--- config.mk ---
export PLATFORM = sky130hd
export DESIGN_NAME = transmitter_framer
export DESIGN_NICKNAME = d
export VERILOG_FILES = /design/src/rtl/transmitter_framer.sv
export SDC_FILE = /design/constraint.sdc
export NUM_CORES = 1
export LEC_CHECK = 0
export BUFFER_PORTS_ARGS = -buffer_cell sky130_fd_sc_hd__buf_4
export CAP_MARGIN = 20
export CELL_PAD_IN_SITES_DETAIL_PLACEMENT = 0
export CELL_PAD_IN_SITES_GLOBAL_PLACEMENT = 1
export CORE_UTILIZATION = 45
export CTS_CLUSTER_SIZE = 12
export DETAILED_ROUTE_END_ITERATION = 8
export PLACE_DENSITY = 0.84
export SYNTH_ARGS = -nofsm -noshare
export SYNTH_HDL_FRONTEND = slang
export SYNTH_SLANG_ARGS = --single-unit
--- constraint.sdc ---
create_clock -name clk -period 3.1 [get_ports clk]
set_clock_uncertainty 0.05 [all_clocks]
set_input_delay 0.31 -clock clk [delete_from_list [all_inputs] [get_ports clk]]
set_output_delay 0.31 -clock clk [all_outputs]
set_load 0.1 [all_outputs]
--- src/rtl/transmitter_framer.sv ---
// Serial frame transmitter: sends a control-code delimited frame carrying an
// index word and a payload word, MSB first, one bit per BIT_PERIOD clocks with a
// write strobe that rises mid-period.
module transmitter_framer #(
   parameter int unsigned PAYLOAD_WIDTH   = 16,
   parameter int unsigned REFERENCE_WIDTH = 16,
   parameter int unsigned BIT_PERIOD      = 4
) (
   input  logic                       clk,
   input  logic                       rst,
   input  logic                       load,
   input  logic [PAYLOAD_WIDTH-1:0]   payload_i,
   input  logic [REFERENCE_WIDTH-1:0] index_i,
   output logic                       ready,
   output logic                       data_stream,
   output logic                       write,
   output logic                       done,
   output logic                       collision
);

   localparam logic [7:0] FRAME_HEADSTART = 8'hA5;
   localparam logic [7:0] FRAME_START     = 8'h5A;
   localparam logic [7:0] FRAME_END       = 8'h7E;

   localparam int unsigned PAY_BYTES = PAYLOAD_WIDTH / 8;
   localparam int unsigned REF_BYTES = REFERENCE_WIDTH / 8;
   localparam int unsigned MAX_BYTES = (PAY_BYTES > REF_BYTES) ? PAY_BYTES : REF_BYTES;
   localparam int unsigned BIT_W     = $clog2(BIT_PERIOD + 1);
   localparam int unsigned BYTE_W    = $clog2(MAX_BYTES + 1);

   localparam logic [BIT_W-1:0]  BIT_LAST = BIT_W'(BIT_PERIOD - 1);
   localparam logic [BIT_W-1:0]  BIT_HALF = BIT_W'(BIT_PERIOD / 2);
   localparam logic [BYTE_W-1:0] REF_LAST = BYTE_W'(REF_BYTES - 1);
   localparam logic [BYTE_W-1:0] PAY_LAST = BYTE_W'(PAY_BYTES - 1);

   typedef enum logic [2:0] {
      StIdle, StHeadstart, StIndex, StStart, StData, StEnd
   } state_e;

   state_e                     state_q, state_d;
   logic [BIT_W-1:0]           bit_cnt_q, bit_cnt_d;   // clock within bit period
   logic [2:0]                 bit_idx_q, bit_idx_d;   // bit within byte, 0 = MSB
   logic [BYTE_W-1:0]          byte_cnt_q, byte_cnt_d; // byte within index/payload
   logic [PAYLOAD_WIDTH-1:0]   payload_q;
   logic [REFERENCE_WIDTH-1:0] index_q;
   logic                       collision_q, collision_d;
   logic                       accept;
   logic                       ctrl_hit;
   logic [7:0]                 cur_byte;

   function automatic logic is_ctrl(input logic [7:0] b);
      is_ctrl = (b == FRAME_HEADSTART) || (b == FRAME_START) || (b == FRAME_END);
   endfunction

   // Flag any incoming byte that aliases a control code; frames are not escaped.
   always_comb begin
      ctrl_hit = 1'b0;
      for (int i = 0; i < PAY_BYTES; i++) begin
         if (is_ctrl(payload_i[i*8 +: 8])) ctrl_hit = 1'b1;
      end
      for (int i = 0; i < REF_BYTES; i++) begin
         if (is_ctrl(index_i[i*8 +: 8])) ctrl_hit = 1'b1;
      end
   end

   // Select the byte on the wire, most-significant byte of each word first.
   always_comb begin
      cur_byte = 8'h00;
      case (state_q)
         StHeadstart: cur_byte = FRAME_HEADSTART;
         StIndex: begin
            for (int j = 0; j < REF_BYTES; j++) begin
               if (byte_cnt_q == BYTE_W'(j)) cur_byte = index_q[(REF_BYTES-1-j)*8 +: 8];
            end
         end
         StStart: cur_byte = FRAME_START;
         StData: begin
            for (int j = 0; j < PAY_BYTES; j++) begin
               if (byte_cnt_q == BYTE_W'(j)) cur_byte = payload_q[(PAY_BYTES-1-j)*8 +: 8];
            end
         end
         StEnd:   cur_byte = FRAME_END;
         default: cur_byte = 8'h00;
      endcase
   end

   // Next-state, counter sequencing and frame-completion pulse.
   always_comb begin
      state_d     = state_q;
      bit_cnt_d   = bit_cnt_q;
      bit_idx_d   = bit_idx_q;
      byte_cnt_d  = byte_cnt_q;
      accept      = 1'b0;
      done        = 1'b0;
      collision_d = 1'b0;
      if (state_q == StIdle) begin
         if (load) begin
            accept      = 1'b1;
            collision_d = ctrl_hit;
            state_d     = StHeadstart;
            bit_cnt_d   = '0;
            bit_idx_d   = '0;
            byte_cnt_d  = '0;
         end
      end else begin
         bit_cnt_d = (bit_cnt_q == BIT_LAST) ? '0 : bit_cnt_q + 1'b1;
         if (bit_cnt_q == BIT_LAST) begin
            bit_idx_d = bit_idx_q + 3'd1;
            if (bit_idx_q == 3'd7) begin
               byte_cnt_d = byte_cnt_q + 1'b1;
               case (state_q)
                  StHeadstart: begin
                     state_d    = StIndex;
                     byte_cnt_d = '0;
                  end
                  StIndex: begin
                     if (byte_cnt_q == REF_LAST) begin
                        state_d    = StStart;
                        byte_cnt_d = '0;
                     end
                  end
                  StStart: begin
                     state_d    = StData;
                     byte_cnt_d = '0;
                  end
                  StData: begin
                     if (byte_cnt_q == PAY_LAST) begin
                        state_d    = StEnd;
                        byte_cnt_d = '0;
                     end
                  end
                  StEnd: begin
                     state_d    = StIdle;
                     byte_cnt_d = '0;
                     done       = 1'b1;
                  end
                  default: begin
                     state_d    = StIdle;
                     byte_cnt_d = '0;
                  end
               endcase
            end
         end
      end
   end

   // State, counters and captured words; reset aborts a frame immediately.
   always_ff @(posedge clk or posedge rst) begin
      if (rst) begin
         state_q     <= StIdle;
         bit_cnt_q   <= '0;
         bit_idx_q   <= '0;
         byte_cnt_q  <= '0;
         payload_q   <= '0;
         index_q     <= '0;
         collision_q <= 1'b0;
      end else begin
         state_q     <= state_d;
         bit_cnt_q   <= bit_cnt_d;
         bit_idx_q   <= bit_idx_d;
         byte_cnt_q  <= byte_cnt_d;
         collision_q <= collision_d;
         if (accept) begin
            payload_q <= payload_i;
            index_q   <= index_i;
         end
      end
   end

   assign ready       = (state_q == StIdle);
   assign write       = !ready && (bit_cnt_q >= BIT_HALF);
   assign data_stream = !ready && cur_byte[3'd7 - bit_idx_q];
   assign collision   = collision_q;

endmodule

======== Word-level counts from Yosys, hierarchy flattened ========
Cells that the tools add are included.
word-level totals
  output and inout port bits .............. 5
  register bits ........................... 44
  logic and storage cells ................. 92
  input bits .............................. 35
operators by class
  eq/ne operators ......................... 23
  reductions and logical operators ........ 19
  muxes and demuxes ....................... 37
  add/sub/neg operators ................... 4
  $lt $le $gt $ge ......................... 2
operator list
  cell                                                 number
  equality test 8 x 7 -> 1 bit, second input constant  8
  one-hot mux 8 bit (5 select lines)                   1
  two-way mux 3 bit                                    11
  equality test 8 bit, second input constant           4
  two-way mux 8 bit                                    4
  two-way mux 1 bit                                    13
  two-way mux 2 bit                                    6
  one-hot mux 3 bit (4 select lines)                   1
  equality test 3 x 2 -> 1 bit, second input constant  3
  equality test 3 bit, second input constant           3
  logical OR 1 bit                                     8
  adder 3 x 1 -> 3 bit, second input constant          2
  inequality test 3 bit, second input constant         2
  AND reduction 5 bit                                  1
  < comparator 3 x 4 -> 1 bit, second input constant   1
  nonzero test 2 bit                                   2
  binary-select mux 1 bit (select 3 bit)               1
  equality test 3 x 1 -> 1 bit, second input constant  1
  >= comparator 3 x 2 -> 1 bit, second input constant  1
  logical NOT 3 bit                                    1
  AND reduction 3 bit                                  1
  subtractor 3 bit, first input constant               1
  adder 2 x 1 -> 2 bit, second input constant          1
  equality test 2 x 1 -> 1 bit, second input constant  1
  6 further kinds                                      7

======== Logic depth before layout (Yosys ltp) ========
  depth in word-level cells ............... 9
  depth in mapped cells ................... 9
  depth with buffers taken out ............ 7

======== Least setup slack after synthesis ========
Ideal clock, no wire load.
  kind .................................... register -> output
  start ................................... register bit_idx_q[0]
  end ..................................... output done
  slack ................................... -909 ps
  data required time ...................... 2740 ps
  path buffers ............................ 0
  arrival ................................. 3649 ps
  stages on the path, launching flop included .. 5
  path through ............................ dfrtp_1 > ha_1 > ha_1 > inv_1 > nor4_1
between the ends
  longest elaborated chain between the ends .. 4
RTL lines
  what                    line  RTL
  start, declared         42    logic [2:0] bit_idx_q, bit_idx_d;
  start signal, assigned  160   bit_idx_q <= bit_idx_d;
  equality test 3 bit     109   if (bit_idx_q == 3'd7) begin
  two-way mux 1 bit       109
  two-way mux 1 bit       107   if (bit_cnt_q == BIT_LAST) begin
  two-way mux 1 bit       96    if (state_q == StIdle) begin
  end, declared           17    output logic done,
No other way between the ends.

==> out/summary.log <==
INFO  drt            drc_errors=0
INFO  place          detailedPlace.worstSlack=0.663ns
INFO  layout         antenna_cells=0
INFO  logic_synthesis synthFlopType=dfrtp_1
INFO  global_routing global_route.overflow_total=0
INFO  layout         drive_above_1_share=19.4%
INFO  logic_synthesis netlist.top_cell.by_area=dfrtp_1
INFO  logic_synthesis ys_seq_elements=44
INFO  sta            slew_headroom=42.0%
INFO  critical_path  setup.worst_path.end_class=primary output
INFO  run_status     outcome=completed
INFO  logic_synthesis synth-edff-count=0
INFO  critical_path  worst_path_max_stage_delay=0.60ns
INFO  place          place.gp.congestion=0.812
INFO  power_and_ir_drop power_frac_comb=43.4%
INFO  critical_path  critical_path.cell_chain=or4b_4 > o32ai_1 > o22ai_1 > o221ai_1 > o31a_1 > buf_4
INFO  floorplanning  core=0.00514mm²
INFO  critical_path  worst-setup-path-type=reg -> out
INFO  logic_synthesis asyncSetResetFlopFracSynth=100%
INFO  clock_tree     cts_tree=built
INFO  drt            postRouteAntennaNets=0
INFO  global_routing grt_start_max_net_pins=35
INFO  worst_hold_path hold_path.class=in -> async
INFO  clock_tree     htree_levels=2
INFO  sta            setup_viol=0
INFO  sta            setup_total_negative_slack=0ns
INFO  logic_synthesis synthDominantCellAreaShare=45.6%
INFO  place          port-buffer-count=39
INFO  clock_tree     cts-root-buf=clkbuf_8
INFO  power_and_ir_drop power.net_switching=0.00108W
INFO  logic_synthesis post_synth_main_area_contributors=dfrtp_1, nand2_1, mux2i_1, nand3b_1, nor2_1
INFO  sta            tightestPinTransition=0.868ns
INFO  floorplanning  die_height=75.3µm
INFO  drt            vias=2025
INFO  global_routing antenna_found_initial=0
INFO  logic_synthesis syn_nets=315
INFO  critical_path  timing.critical_path.fanout_max=14
INFO  drt            wl_per_cell=14.0µm
INFO  logic_synthesis yosysUniqueCellTypes=44
INFO  logic_synthesis synthTopCellsByCount=nand2_1, dfrtp_1, mux2i_1
INFO  logic_synthesis synth_area=0.00241mm²
INFO  clock_tree     post_cts_resized=0
INFO  floorplanning  die_area=0.00566mm²
INFO  drt            routed_via_density=5.26
INFO  power_and_ir_drop worst_ir_drop_vdd=0.599mV
INFO  clock_tree     post_cts_hold_buffer_count=0
INFO  clock_tree     insertion_delay=0.30ns
INFO  place          dp_hpwl=4100µm
INFO  floorplanning  start_util=47.0%
INFO  layout         area.growth.synth_to_final=18.1%
INFO  clock_tree     clk_pin_slew_worst_paths=0.09ns
INFO  logic_synthesis synthesis.yosys.warnings=0
INFO  layout         number_of_nets_in_the_layout=352
INFO  sta            final.min_clock_period=2.79ns
INFO  drt            drtPass1Iterations=4
INFO  critical_path  worst_path_dominant_cell_family=compound AO/OA/AOI/OAI gates
INFO  run            timing.max_cap.violations=0
INFO  clock_tree     post-cts-setup-buffer-count=0
INFO  logic_synthesis synthMostInstantiatedCell=nand2_1
INFO  drt            totalWireLength=5410µm
INFO  global_routing gr-usage-all-layers=21.9%
INFO  clock_tree     max-clock-path-buffers=2
INFO  critical_path  critPathRequiredTime=2.74ns
INFO  critical_path  arrival=2.43ns
INFO  sta            setup_slack_of_the_critical_path_after_layout=0.306ns
INFO  floorplanning  core.rowCount=26
INFO  power_and_ir_drop p_leak=1.39nW
INFO  layout         layout.core_utilization=55.5%
INFO  floorplanning  io_pins=40
INFO  logic_synthesis seq_area_frac_synth=45.6%
INFO  sta            grt_setup_unrepaired=false
INFO  sta            finalCritPeriodShare=90.1%
INFO  global_routing grt_first_pass_wirelength=9130µm
INFO  logic_synthesis gate_count_after_technology_mapping=277
INFO  drt            drt_first_iter_violations=88
INFO  sta            whs=0.136ns
INFO  critical_path  path_buf_inv=1
INFO  power_and_ir_drop powerDensity=863mW/mm²
INFO  power_and_ir_drop cell_internal_pwr=0.00139W
INFO  sta            max_slew_violation_count=0
INFO  critical_path  worstSetupStartpointType=flip-flop
INFO  clock_tree     number_of_clock_buffers_inserted_by_tritoncts=5
INFO  power_and_ir_drop pwr-share-clk=15.6%
INFO  critical_path  worst_path_max_delay_cell=dfrtp_1
INFO  logic_synthesis syn_area_per_cell=8.72µm²
INFO  power_and_ir_drop sw_frac_of_total=43.7%
INFO  clock_tree     cts.sinks=44
INFO  sta            hold_violation_count_in_the_final_report=0
INFO  global_routing grt_pass1_vias=1904
INFO  floorplanning  die_x=75.3µm
INFO  power_and_ir_drop power_frac_seq=41.0%
INFO  sta            timing.fmax=358MHz
-- flip-flops by register name, summed over array words and instances, names as in the netlist, named ones only --
signal,count
bit_cnt_q,3
bit_idx_q,3
byte_cnt_q,2
collision,1
index_q,16
payload_q,16
state_q,2
-- routing by layer --
| metal | up-vias | wire length, µm | GRT usage (%) |
|---|---|---|---|
| met4 | 0 | 68 | 6.79 |
| met2 | 41 | 2480 | 33.8 |
| met3 | 8 | 189 | 4.55 |
| met5 | - | 0 | 0 |
| li1 | 1012 | - | - |
| met1 | 964 | 2670 | 31.2 |
-- layout by cell type (no fill, tap or decap), types with 2 or more instances in the layout --
master	count
nand3b_1	9
and4b_1	4
buf_4	44
nor4b_1	4
dfrtp_1	44
ha_1	3
a22o_1	2
or4b_4	2
o32ai_1	2
a21oi_1	6
mux2i_1	16
o21ai_0	7
clkinvlp_4	2
o22ai_1	6
clkbuf_8	6
a31oi_1	2
nand2b_1	4
nor3_1	6
inv_1	5
nor2_1	12
nand2_1	106
or3_1	2
-- power groups by stage --
stage	registers (W)	logic (W)	clock network [W]
after floorplan	0.000914	0.000904	0
after global placement	0.00102	0.00106	0
after detailed placement	0.00102	0.00108	0
after CTS	0.00101	0.00108	0.000395
after global routing	0.00104	0.00120	0.000420
final	0.00101	0.00107	0.000384
-- per-stage QoR --
step	total power, W	instances	instance area (µm²)
after floorplan	0.00182	277	2420
after global placement	0.00208	377	2760
after detailed placement	0.00210	377	2760
after CTS	0.00248	385	2850
after global routing	0.00266	385	2850
final	0.00246	385	2850
-- area by class of cell --
cell class	count	area, µm²
well taps	70	87.6
repair buffers	44	330
flip-flops and latches	44	1100
fillers	516	2290
inverters	6	23.8
clock buffers	6	82.6
multi-input cells	213	1210
clock inverters	2	15.0
-- final timing paths --
path	startpoint	to	slack, ns	depth (start not counted)
worst max register to register	flip-flop	byte_cnt_q[0]	1.06	5
min in group clk	payload_i[12]	payload_q[12]	0.16	3
max in group asynchronous	rst	index_q[11]	2.16	3
worst max-delay path	flip-flop	data_stream	0.31	6
worst min-delay path	rst	payload_q[12]	0.14	2
worst min register to register	payload_q[9]	payload_q[9]	0.43	2
-- cells by family after synthesis --
group	share of synthesized area [%]
fa+ha+maj	1.97
flops	45.6
mux	7.72
compound gates	9.79
simple gates	30.1
buf+inv	4.46
xor+xnor	0.363
Power figures use the tool's default switching activity.
